==> config.mk <==
export PLATFORM = sky130hd
export DESIGN_NAME = stream_join
export DESIGN_NICKNAME = d
export VERILOG_FILES = /design/src/rtl/stream_join.sv
export SDC_FILE = /design/constraint.sdc
export NUM_CORES = 1
export LEC_CHECK = 0
export ABC_AREA = 1
export CAP_MARGIN = 5
export CORE_MARGIN = 2
export CORE_UTILIZATION = 45
export DETAILED_ROUTE_END_ITERATION = 12
export PLACE_DENSITY_LB_ADDON = 0.15
export SLEW_MARGIN = 25
export SYNTH_ARGS = -nofsm -noshare
export SYNTH_HDL_FRONTEND = slang
export SYNTH_HIERARCHICAL = 1
export SYNTH_SLANG_ARGS = --single-unit
==> constraint.sdc <==
create_clock -name CLK -period 3.5 [get_ports CLK]
set_input_delay 0.35 -clock CLK [delete_from_list [all_inputs] [get_ports CLK]]
set_output_delay 0.35 -clock CLK [all_outputs]
set_load 0.005 [all_outputs]
==> src/rtl/stream_join.sv <==
// Two-channel synchronising join: each channel buffers up to two words and
// the consumer sees {A_head, B_head} once both channels hold data.

module stream_join_ch #(
  parameter int iw = 1
) (
  input  logic          CLK,
  input  logic          RST,
  input  logic          enq,
  input  logic [iw-1:0] d,
  input  logic          deq_ok,
  output logic          full_n,
  output logic          nonempty,
  output logic          ovf,
  output logic [iw-1:0] head
);
  logic [1:0]    cnt;
  logic [iw-1:0] head_q, tail_q;
  logic          enq_ok;

  assign full_n   = (cnt != 2'd2);
  assign nonempty = (cnt != 2'd0);
  assign enq_ok   = enq && full_n;
  assign ovf      = enq && !full_n;
  assign head     = head_q;

  // deq_ok implies cnt >= 1, so the enq+deq case never sees an empty channel
  always_ff @(posedge CLK) begin
    if (RST) begin
      cnt    <= 2'd0;
      head_q <= '0;
      tail_q <= '0;
    end else begin
      case ({deq_ok, enq_ok})
        2'b11: begin
          if (cnt == 2'd2) begin
            head_q <= tail_q;
            tail_q <= d;
          end else begin
            head_q <= d;
          end
        end
        2'b10: begin
          if (cnt == 2'd2) head_q <= tail_q;
          cnt <= cnt - 2'd1;
        end
        2'b01: begin
          if (cnt == 2'd0) head_q <= d;
          else             tail_q <= d;
          cnt <= cnt + 2'd1;
        end
        default: ;
      endcase
    end
  end

  a_cnt_range: assert property (@(posedge CLK) disable iff (RST) cnt != 2'd3);
endmodule

module stream_join #(
  parameter int iw = 1,
  parameter int ow = 2
) (
  input  logic          CLK,
  input  logic          RST,
  input  logic          ENQ_A,
  input  logic [iw-1:0] D_A,
  output logic          FULL_N_A,
  input  logic          ENQ_B,
  input  logic [iw-1:0] D_B,
  output logic          FULL_N_B,
  input  logic          DEQ,
  output logic [ow-1:0] D_OUT,
  output logic          EMPTY_N,
  output logic          ERR
);
  localparam int NUM_CH = 2;

  generate
    if (ow != 2 * iw) begin : g_bad_ow
      $error("stream_join: ow must equal 2*iw");
    end
  endgenerate

  // Channel 1 is A, channel 0 is B, so the packed head array is {A, B}
  logic [NUM_CH-1:0]         enq, full_n, nonempty, ovf;
  logic [NUM_CH-1:0][iw-1:0] din, head;
  logic                      deq_ok, err_q;

  assign enq     = {ENQ_A, ENQ_B};
  assign din     = {D_A, D_B};
  assign EMPTY_N = &nonempty;
  assign deq_ok  = DEQ && EMPTY_N;

  genvar g;
  generate
    for (g = 0; g < NUM_CH; g++) begin : g_ch
      stream_join_ch #(.iw(iw)) u_ch (
        .CLK      (CLK),
        .RST      (RST),
        .enq      (enq[g]),
        .d        (din[g]),
        .deq_ok   (deq_ok),
        .full_n   (full_n[g]),
        .nonempty (nonempty[g]),
        .ovf      (ovf[g]),
        .head     (head[g])
      );
    end
  endgenerate

  assign FULL_N_A = full_n[1];
  assign FULL_N_B = full_n[0];
  assign D_OUT    = head;
  assign ERR      = err_q;

  always_ff @(posedge CLK) begin
    if (RST) err_q <= 1'b0;
    else     err_q <= err_q | (|ovf) | (DEQ && !EMPTY_N);
  end
endmodule

== After elaboration in Yosys (flattened, before gate mapping) ==
Cells that the tools add are included.

* Magnitude comparators: 0
* Multiply operators: 0
* Shift-type cells: 0
* Bitwise operators: 2
* $add $sub $neg: 4
* Reductions and logical operators: 25
* Divide/modulo/power cells: 0
* Eq/ne operators: 18
* Mux-type cells: 16

{| class="wikitable"
|+ Operators with widths
! kind !! count
|-
| 2-bit equality test, second input constant || 6
|-
| 2-bit by 1-bit inequality test with 1-bit output, second input constant || 6
|-
| 3-bit AND reduction || 4
|-
| 2-bit nonzero test || 6
|-
| 1-bit 2-to-1 mux || 10
|-
| 2-bit inequality test, second input constant || 4
|-
| 2-bit one-hot mux with 2 select lines || 2
|-
| 1-bit logical AND || 6
|-
| 1-bit one-hot mux with 3 select lines || 2
|-
| 3-bit nonzero test || 2
|-
| 2-bit by 1-bit adder with 2-bit output, second input constant || 2
|-
| 2-bit by 1-bit equality test with 1-bit output, second input constant || 2
|-
| 2-bit logical NOT || 2
|-
| 1-bit one-hot mux with 2 select lines || 2
|-
| 2-bit by 1-bit subtractor with 2-bit output, second input constant || 2
|-
| 1-bit logical NOT || 3
|-
| 1-bit bitwise OR || 2
|-
| 2-bit AND reduction || 1
|-
| 2-bit OR reduction || 1
|}

* Word-level logic and storage cells: 72
* Memory bits (writable): 0
* Output and inout port bits: 6
* Bits in registers: 9
* ROM bits: 0
* Input port bits: 7
* Latch bits: 0
* Memories kept: 0

== Logic depth before layout (Yosys ltp) ==
Gate-level depths: netlist (run 1).

* Depth after elaboration: 6
* Mapped depth: 10
* Depth with buffers taken out: 10

== Cells and area by module ==
The synthesis (run 1) kept the hierarchy.

{| class="wikitable"
|+ By module, submodules not included
! module !! cells each !! area each (sq um) !! instances !! sequential area each (sq um)
|-
| stream_join_ch || 43 || 264.0 || 2 || 80.1
|-
| stream_join || 11 || 62.6 || 1 || 20.0
|}

== Worst setup path before layout (run 1) ==
No wires, ideal clock.

* Kind: reg-to-reg
* Start point: register g_ch[0].u_ch.cnt[1]
* End point: register g_ch[0].u_ch.head_q
* Path slack: 1,929 ps
* Clock period less this slack: 1,571 ps
* Data required time: 3,436 ps
* Buffers on the path: 0
* Cell stages (with the launch flop): 11
* Setup time: 64 ps
* Arrival time: 1,507 ps
* Cells stage by stage: dfxtp_1 nor2_1 inv_1 nand2_1 nor2_1 inv_1 nand3_1 nand2_2 nor2_2 nor2_1 nor2_1

* Word-level cells in the longest chain between the ends: 6
* Elaborated cells on any way between the ends: 16
* Those cells by class: eq/ne (7); mux (2); reduce/logical (7)

{| class="wikitable"
|+ RTL lines
! what !! RTL line !! source
|-
| start, declared || 17 || <nowiki>logic [1:0] cnt;</nowiki>
|-
| start signal, assigned || 45 || <nowiki>cnt <= cnt - 2'd1;</nowiki>
|-
| start signal, assigned || 50 || <nowiki>cnt <= cnt + 2'd1;</nowiki>
|-
| 2-bit nonzero test (*) || 22 || <nowiki>assign nonempty = (cnt != 2'd0);</nowiki>
|-
| net nonempty[0] || 86 || <nowiki>logic [NUM_CH-1:0] enq, full_n, nonempty, ovf;</nowiki>
|-
| 2-bit AND reduction (*) || 92 || <nowiki>assign EMPTY_N = &nonempty;</nowiki>
|-
| 1-bit logical AND (*) || 93 || <nowiki>assign deq_ok = DEQ && EMPTY_N;</nowiki>
|-
| net deq_ok || 88 || <nowiki>logic deq_ok, err_q;</nowiki>
|-
| 2-bit by 1-bit equality test with 1-bit output / 2-bit equality test (equally long branches) || 34 || <nowiki>case ({deq_ok, enq_ok})</nowiki>
|-
| 2-bit by 1-bit inequality test with 1-bit output (no line) / 3-bit nonzero test (equally long branches) || -- ||
|-
| 3-bit AND reduction (no line) || -- ||
|-
| end signal, assigned || 37 || <nowiki>head_q <= tail_q;</nowiki>
|-
| end signal, assigned || 44 || <nowiki>if (cnt == 2'd2) head_q <= tail_q;</nowiki>
|-
| end, declared || 18 || <nowiki>logic [iw-1:0] head_q, tail_q;</nowiki>
|}

The timed path passes the listed nets; every way through them passes the cells marked *.
A chain may end at the register's enable or synchronous reset.

== Worst setup path in the final report (run 1) ==
* Start point: register g_ch[1].u_ch.cnt[1]
* End point: register g_ch[0].u_ch.head_q

* Word-level cells in the longest chain between the ends: 6
* Elaborated cells on any way between the ends: 11
* Those cells by class: eq/ne (5); mux (1); reduce/logical (5)

{| class="wikitable"
|+ RTL lines
! what !! RTL line
|-
| start, declared || 17
|-
| start signal, assigned || 45
|-
| start signal, assigned || 50
|-
| 2-bit nonzero test (*) || 22
|-
| net nonempty[1] || 86
|-
| 2-bit AND reduction (*) || 92
|-
| 1-bit logical AND (*) || 93
|-
| net deq_ok || 88
|-
| 2-bit by 1-bit equality test with 1-bit output / 2-bit equality test (equally long branches) || 34
|-
| 2-bit by 1-bit inequality test with 1-bit output (no line) / 3-bit nonzero test (equally long branches) || --
|-
| 3-bit AND reduction (no line) || --
|}

Marked as above.

==> metrics.md, run 1 <==
| Metric | Value |
|---|---|
| Run status | `completed` |
| Total power | `310.6 uW` |
| Starting density of the core | `0.4655` |
| Tot GR Track Use | `0.1979` |
| Post-Syn Area | `590.6 um^2` |
| Via count | `636` |
| Area growth syn-to-layout | `27.97%` |
| PwrDens | `410.9 mW/mm^2` |
| Worst Hold Endpoint | `g_ch[0].u_ch/tail_q$_SDFFE_PP0P_` |
| DP HPWL | `1031 um` |
| Mux cell area share after synthesis | `0` |
| Final #Nets | `121` |
| Vias in the first global route | `503` |
| RSZ-0062 raised after global routing | `false` |
| Synth Area in Compound Gates | `0.1165` |
| Setup Skew | `0.001288 ns` |
| Adder-cell area share of the yosys netlist | `0` |
| CTS H-Tree Depth | `1` |
| Synthesized area per cell | `6.088 um^2` |
| Reg2Reg Depth | `10` |
| Core footprint | `0.001269 mm^2` |
| Syn Inst Count | `97` |
| Hold WC Path Type | `reg -> reg` |
| Synth top area share | `0.3051` |
| Dominant cell type by area after synthesis | `dfxtp_1` |
| Final min period | `1.879 ns` |
| Worst R2R Start | `g_ch[1].u_ch/cnt[1]$_SDFFE_PP0P_` |
| Most common cell after layout, fill and taps aside | `nor2_1` |
| Final Hold Fails | `0` |
| Fillers | `124` |
| FF/Latch Area | `180.2 um^2` |
| Die width | `40.23 um` |
| # DRC | `0` |
| Hold Startpoint | `g_ch[0].u_ch/tail_q$_SDFFE_PP0P_` |
| Synth cell types | `13` |
| First-pass GRT wire length | `2083 um` |
| Rel. slew slack | `0.5646` |
| Final non-filler cell total | `128` |
| Startpoint Class | `register` |
| Sequential fraction of the synthesis area | `0.3051` |
| Setup bufs post-CTS | `0` |
| DR pass1 iterations | `4` |
| Final count of pins violating max slew | `0` |
| Die area | `0.001618 mm^2` |
| Ports | `13` |
| Layout Utilization | `0.5957` |
| Final WS setup | `1.621 ns` |
| Leak | `0.3593 nW` |
| Clock Latency Late Sink | `0.26 ns` |
| Synthesis Warnings | `6` |
| Worst vdd ir | `0.2346 mV` |
| Setup violations, final | `0` |
| Top cells by area, synth | `dfxtp_1 31%, nand3_1 14%, nor2_1 11%` |
| Layout cells sized above 1 | `0.1593` |
| 1st-iter DRT viols | `16` |
| Placed cell areas | `729.5 um^2` |
| FF-to-FF End | `g_ch[0].u_ch/head$_SDFFE_PP0P_` |
| CTS tree | `yes` |
| Pin count of the biggest net entering global routing | `11` |
| Commonest cells after routing, fill and taps aside | `18 x nor2_1, 16 x nand3_1, 15 x inv_1, 12 x clkdlybuf4s50_1, 10 x nand2_1` |
| Routed Antenna Nets | `0` |
| WL/cell | `10.41 um` |
| Max_cap viols | `0` |
| Worst hold slack | `0.4702 ns` |
| Final worst path period share | `0.5369` |
| Design Area, Final | `755.7 um^2` |
| Clock tree buffer depth | `2` |
| Initial antenna violation count | `0` |
| Largest family of logic cells by synthesized area | `simple AND/OR/NAND/NOR gates` |
| Setup_tns | `0 ns` |
| Yosys reg bits | `9` |
| Simple-gate portion of the synthesized area | `0.4576` |
| Remaining global-route overflow | `0` |
| CTS Hold Bufs | `0` |
| Buffers on Ports | `12` |
| Cells after DPL | `124` |
| Vias per inst | `4.969` |
| Post-cts resize count | `0` |
| Hold path cells | `2` |
| CP Class | `reg -> reg` |
| CP Capture Type | `register` |
| Max Freq | `532.2 MHz` |
| Worst EP required | `3.70 ns` |
| CTS root buffer | `clkbuf_4` |
| Synth Net Count | `104` |
| Worst Path Max Fanout | `10` |
| DP Worst Slack | `1.461 ns` |
| Gpl congestion | `0.8250` |
| R2R setup slack | `1.62 ns` |
| Clock transition at the registers of the reported paths | `0.06 ns` |
| Final wirelength | `1333 um` |
| Total CTS buffers | `3` |
| Ant diodes | `0` |
| Die Y | `40.23 um` |
| Worst-Margin Slew | `0.6508 ns` |
| # rows | `13` |
| Area of the multi-input gates | `339.1 um^2` |
| Worst EP arrival | `2.08 ns` |
| Post-Synth XOR/XNOR Area | `0` |
| Clock Sinks | `9` |
## final cells by class
class / count / area share
Multi-Input combinational cell: 69 / 0.4487
Tap cell: 15 / 0.02483
Timing Repair Buffer: 12 / 0.1589
Inverter: 19 / 0.09437
Clock buffer: 4 / 0.03477
Sequential cell: 9 / 0.2384
## layer usage
layer / GRT usage / up-vias / share of wire
met5: 0 / - / 0
met1: 0.2694 / 276 / 0.52
met2: 0.2742 / 14 / 0.43
met3: 0.05000 / 2 / 0.038
met4: 0.1250 / 0 / 0.011
li1: - / 344 / -
## worst max path at each step
stage,start,to,slack [ns],depth (start not counted)
final,g_ch[1].u_ch/cnt[1]$_SDFFE_PP0P_,g_ch[0].u_ch/head$_SDFFE_PP0P_,1.62,10
after global routing,g_ch[1].u_ch/cnt[1]$_SDFFE_PP0P_,g_ch[1].u_ch/head$_SDFFE_PP0P_,1.42,10
after CTS,g_ch[1].u_ch/cnt[1]$_SDFFE_PP0P_,g_ch[0].u_ch/head$_SDFFE_PP0P_,1.66,10
after detailed placement,DEQ,g_ch[0].u_ch/head$_SDFFE_PP0P_,1.46,9
after global placement,DEQ,g_ch[0].u_ch/head$_SDFFE_PP0P_,1.51,9
after floorplan,g_ch[0].u_ch/cnt[1]$_SDFFE_PP0P_,g_ch[0].u_ch/head$_SDFFE_PP0P_,1.93,10
## state kept, by name (all words and copies together), names as in the netlist
signal	cells
g_ch.u_ch/cnt	4
g_ch.u_ch/head	2
g_ch.u_ch/tail_q	2
ERR	1
## worst max-delay path, stage by stage (launching register included)
cell	delay (ns)
dfxtp_1	0.45
nor2_1	0.09
inv_1	0.09
nand2_1	0.07
nor2_1	0.50
inv_1	0.19
nand3_1	0.16
nand2_2	0.08
nor2_2	0.07
nor2_1	0.05
nor2_1	0.08
## cell usage after synthesis
cell type,instances
nand2_2,6
nand3_1,16
o21ai_0,4
inv_1,15
nor2_2,2
nand4_1,2
nor2_1,18
nand2_4,2
a21oi_2,1
nand2_1,10
dfxtp_1,9
a21oi_1,8
inv_2,4
## cells by family (layout without fill, tap and decap cells)
kind of cell    after synthesis  in the layout
buf+inv                      19             35
compound gates               13             13
simple gates                 56             56
flops                         9              9
## report_power, final
| group | total [mW] | internal (mW) | leakage (nW) | switching, mW |
|---|---|---|---|---|
| Combinational | 0.102 | 0.0462 | 0.270 | 0.0558 |
| Sequential | 0.127 | 0.115 | 0.0743 | 0.0123 |
| Clock | 0.0814 | 0.0440 | 0.0150 | 0.0374 |
(Power assumes the default switching activity.)
==> run 2: changes to the inputs <==
- clock period: 3.5 -> 1.9 ns (I/O delays scaled with it)
==> run 2 against run 1 <==
Compared with the run above:
- total power grew 84%
- flip-flop and latch count is the same
- sequential share of layout area shrank 0.27 points
- first-iteration DRC count shrank 50%
- die area is the same
- combinational power grew 86%
- setup slack lost 1.4 ns
- routed wire length shrank 5.8%
- sequential power grew 83%
- cell area grew 1.2%
- largest cell class unchanged
==> metrics.md, run 2 (same netlist as run 1, synthesis figures left out) <==
| Metric | Value |
|---|---|
| Run status | `completed` |
| # DRC | `0 (unchanged)` |
| Worst R2R Start | `g_ch[0].u_ch/cnt[1]$_SDFFE_PP0P_` |
| Biggest register | `g_ch.u_ch/cnt` |
| Final count of pins violating max slew | `0 (unchanged)` |
| Max Freq | `596.7 MHz` |
| Final min period | `1.676 ns` |
| Routed Antenna Nets | `0 (unchanged)` |
| Max_cap viols | `0 (unchanged)` |
| Most common cell after layout, fill and taps aside | `nor2_1` |
| CTS H-Tree Depth | `1 (unchanged)` |
| FF-to-FF End | `g_ch[0].u_ch/head$_SDFFE_PP0P_` |
| CTS tree | `yes` |
| CTS Hold Bufs | `0 (unchanged)` |
| Starting density of the core | `0.4655 (unchanged)` |
| Crit-path max cell delay | `0.48 ns (-0.02 ns)` |
| 1st-iter DRT viols | `8 (-8)` |
| Switching Share | `0.3403 (+0.0007021)` |
| Setup Skew | `0.0003438 ns (-0.0009440 ns)` |
| Crit-path cells | `nor2_1, inv_1, nand2_1, inv_1, clkdlybuf4s50_1` |
| DR pass1 iterations | `4 (unchanged)` |
| Leak | `0.3674 nW (+2.3%)` |
| Max FFs per register | `4 (unchanged)` |
| Clock tree buffer depth | `2 (unchanged)` |
| Int Pwr | `376.3 uW (+83%)` |
| Clk network pwr share | `0.259 (-0.003)` |
| Worst Path Max Fanout | `5 (-5)` |
| Die width | `40.23 um (unchanged)` |
| Hold WC Path Type | `reg -> reg` |
| Die area | `0.001618 mm^2 (unchanged)` |
| DP HPWL | `980.7 um (-4.9%)` |
| PwrDens | `746.1 mW/mm^2 (+82%)` |
| Worst vdd ir | `0.5504 mV (+130%)` |
| Hold path cells | `2 (unchanged)` |
| WP buf/inv | `3 (+1)` |
| Setup bufs post-CTS | `0 (unchanged)` |
| Final Hold Fails | `0 (unchanged)` |
| Startpoint Class | `register` |
| Setup_tns | `0 ns (unchanged)` |
| Final #Nets | `122 (+0.83%)` |
| Clock Sinks | `9 (unchanged)` |
| WL/cell | `9.736 um (-6.5%)` |
| Hold Startpoint | `g_ch[0].u_ch/tail_q$_SDFFE_PP0P_` |
| Worst EP arrival | `1.49 ns (-0.59 ns)` |
| Total CTS buffers | `3 (unchanged)` |
| Fillers | `120 (-3.2%)` |
| CTS root buffer | `clkbuf_4` |
| CP top delay family | `buffers and inverters` |
| Slowest-stage cell, CP | `clkdlybuf4s50_1` |
| Die Y | `40.23 um (unchanged)` |
| First-pass GRT wire length | `2042 um (-2.0%)` |
| # rows | `13 (unchanged)` |
| Gpl congestion | `0.8637 (+4.7%)` |
| Clock transition at the registers of the reported paths | `0.06 ns (about the same)` |
| Critical Path Start | `g_ch[0].u_ch/cnt[1]$_SDFFE_PP0P_` |
| Ant diodes | `0 (unchanged)` |
| RSZ-0062 raised after global routing | `false` |
| Buffers on Ports | `12 (unchanged)` |
| Total power | `570.4 uW (+84%)` |
| Final worst path period share | `0.8820` |
| Tot GR Track Use | `0.1966 (-0.001377)` |
| Ports | `13 (unchanged)` |
| Vias in the first global route | `512 (+1.8%)` |
| Worst Hold Endpoint | `g_ch[0].u_ch/tail_q$_SDFFE_PP0P_` |
| Most used cell, CP | `inv_1` |
| Final wirelength | `1256 um (-5.8%)` |
| Part of the power in registers | `0.409 (about the same)` |
| R2R setup slack | `0.37 ns (-1.25 ns)` |
| CP Class | `reg -> out` |
| Rel. slew slack | `0.8441 (+0.2795)` |
| Remaining global-route overflow | `0 (unchanged)` |
| P_sw | `194.1 uW (+84%)` |
| Combinational Power Share | `0.333 (+0.005)` |
| Layout cells sized above 1 | `0.1754 (+0.01615)` |
| Reg2Reg Depth | `10 (unchanged)` |
| Pin count of the biggest net entering global routing | `11 (unchanged)` |
| Clock Latency Late Sink | `0.26 ns (about the same)` |
| Initial antenna violation count | `0 (unchanged)` |
| Vias per inst | `4.868 (-2.0%)` |
| Via count | `628 (-1.3%)` |
| Core footprint | `0.001269 mm^2 (unchanged)` |
| Worst-Margin Slew | `0.2332 ns (-0.4176 ns)` |
| Setup violations, final | `0 (unchanged)` |
| Post-cts resize count | `0 (unchanged)` |
| Area growth syn-to-layout | `29.45%` |
| Worst EP required | `1.71 ns (-1.99 ns)` |
| CP Capture Type | `output pin` |
| Commonest cells after routing, fill and taps aside | `18 x nor2_1, 16 x nand3_1, 15 x inv_1, 12 x clkdlybuf4s50_1, 10 x nand2_1` |
-- run 2: changes by cell type in the layout (fill, tap and decap cells not counted), sizes merged --
cell | before | now
buf | 0 | 1
clkbuf | 4 | 3
clkinv | 0 | 1
-- run 2: through the flow --
stage / instance area, um^2 / instances / utilization / setup slack, ns / hold slack [ns]
floorplan: 590.6 / 97 / - / 0.3292 / 0.2591
global placement: 737.0 / 125 / 0.5809 / 0.3858 / 0.4610
detailed placement: 737.0 / 125 / 0.5809 / 0.3569 / 0.4591
CTS: 764.5 / 129 / 0.6026 / 0.2074 / 0.4693
global route: 764.5 / 129 / 0.6026 / 0.07743 / 0.4941
finish: 764.5 / 129 / 0.6026 / 0.2241 / 0.4649
-- run 2: routing by layer --
| layer | vias to the layer above | global-route usage | wire length, um |
|---|---|---|---|
| met5 | - | 0 | 0 |
| met3 | 2 | 0.08333 | 63 |
| met1 | 266 | 0.2450 | 640 |
| met2 | 15 | 0.2863 | 537 |
| met4 | 0 | 0.1000 | 14 |
| li1 | 345 | - | - |
-- run 2: how the worst max path moves through the flow --
stage | to | cells after the start
3_5_place_dp | g_ch[0].u_ch/head$_SDFFE_PP0P_ | 9
4_1_cts | EMPTY_N | 5
6_report | EMPTY_N | 5
2_1_floorplan | g_ch[0].u_ch/head$_SDFFE_PP0P_ | 10
5_1_grt | EMPTY_N | 5
3_3_place_gp | g_ch[0].u_ch/head$_SDFFE_PP0P_ | 9
-- run 2: cell type report --
class                           instances  area [um^2]  area share
Clock buffer                            3        22.52     0.02946
Clock inverter                          1        5.005    0.006547
Inverter                               19        71.32     0.09329
Multi-Input combinational cell         69        339.1      0.4435
Sequential cell                         9        180.2      0.2357
Tap cell                               15        18.77     0.02455
Timing Repair Buffer                   13        127.6      0.1669
-- run 2: worst register-to-register path: cells and delay by family, from the launching register on --
kind	cells	cell delay (ns)
buf+inv	2	0.27
flops	1	0.44
simple gates	8	0.70
-- run 2: power groups by stage --
stage	registers [mW]	logic [mW]	clock network, mW
detailed placement	0.237	0.189	0
CTS	0.233	0.190	0.159
global placement	0.237	0.186	0
global route	0.236	0.216	0.164
floorplan	0.234	0.120	0
finish	0.233	0.190	0.147
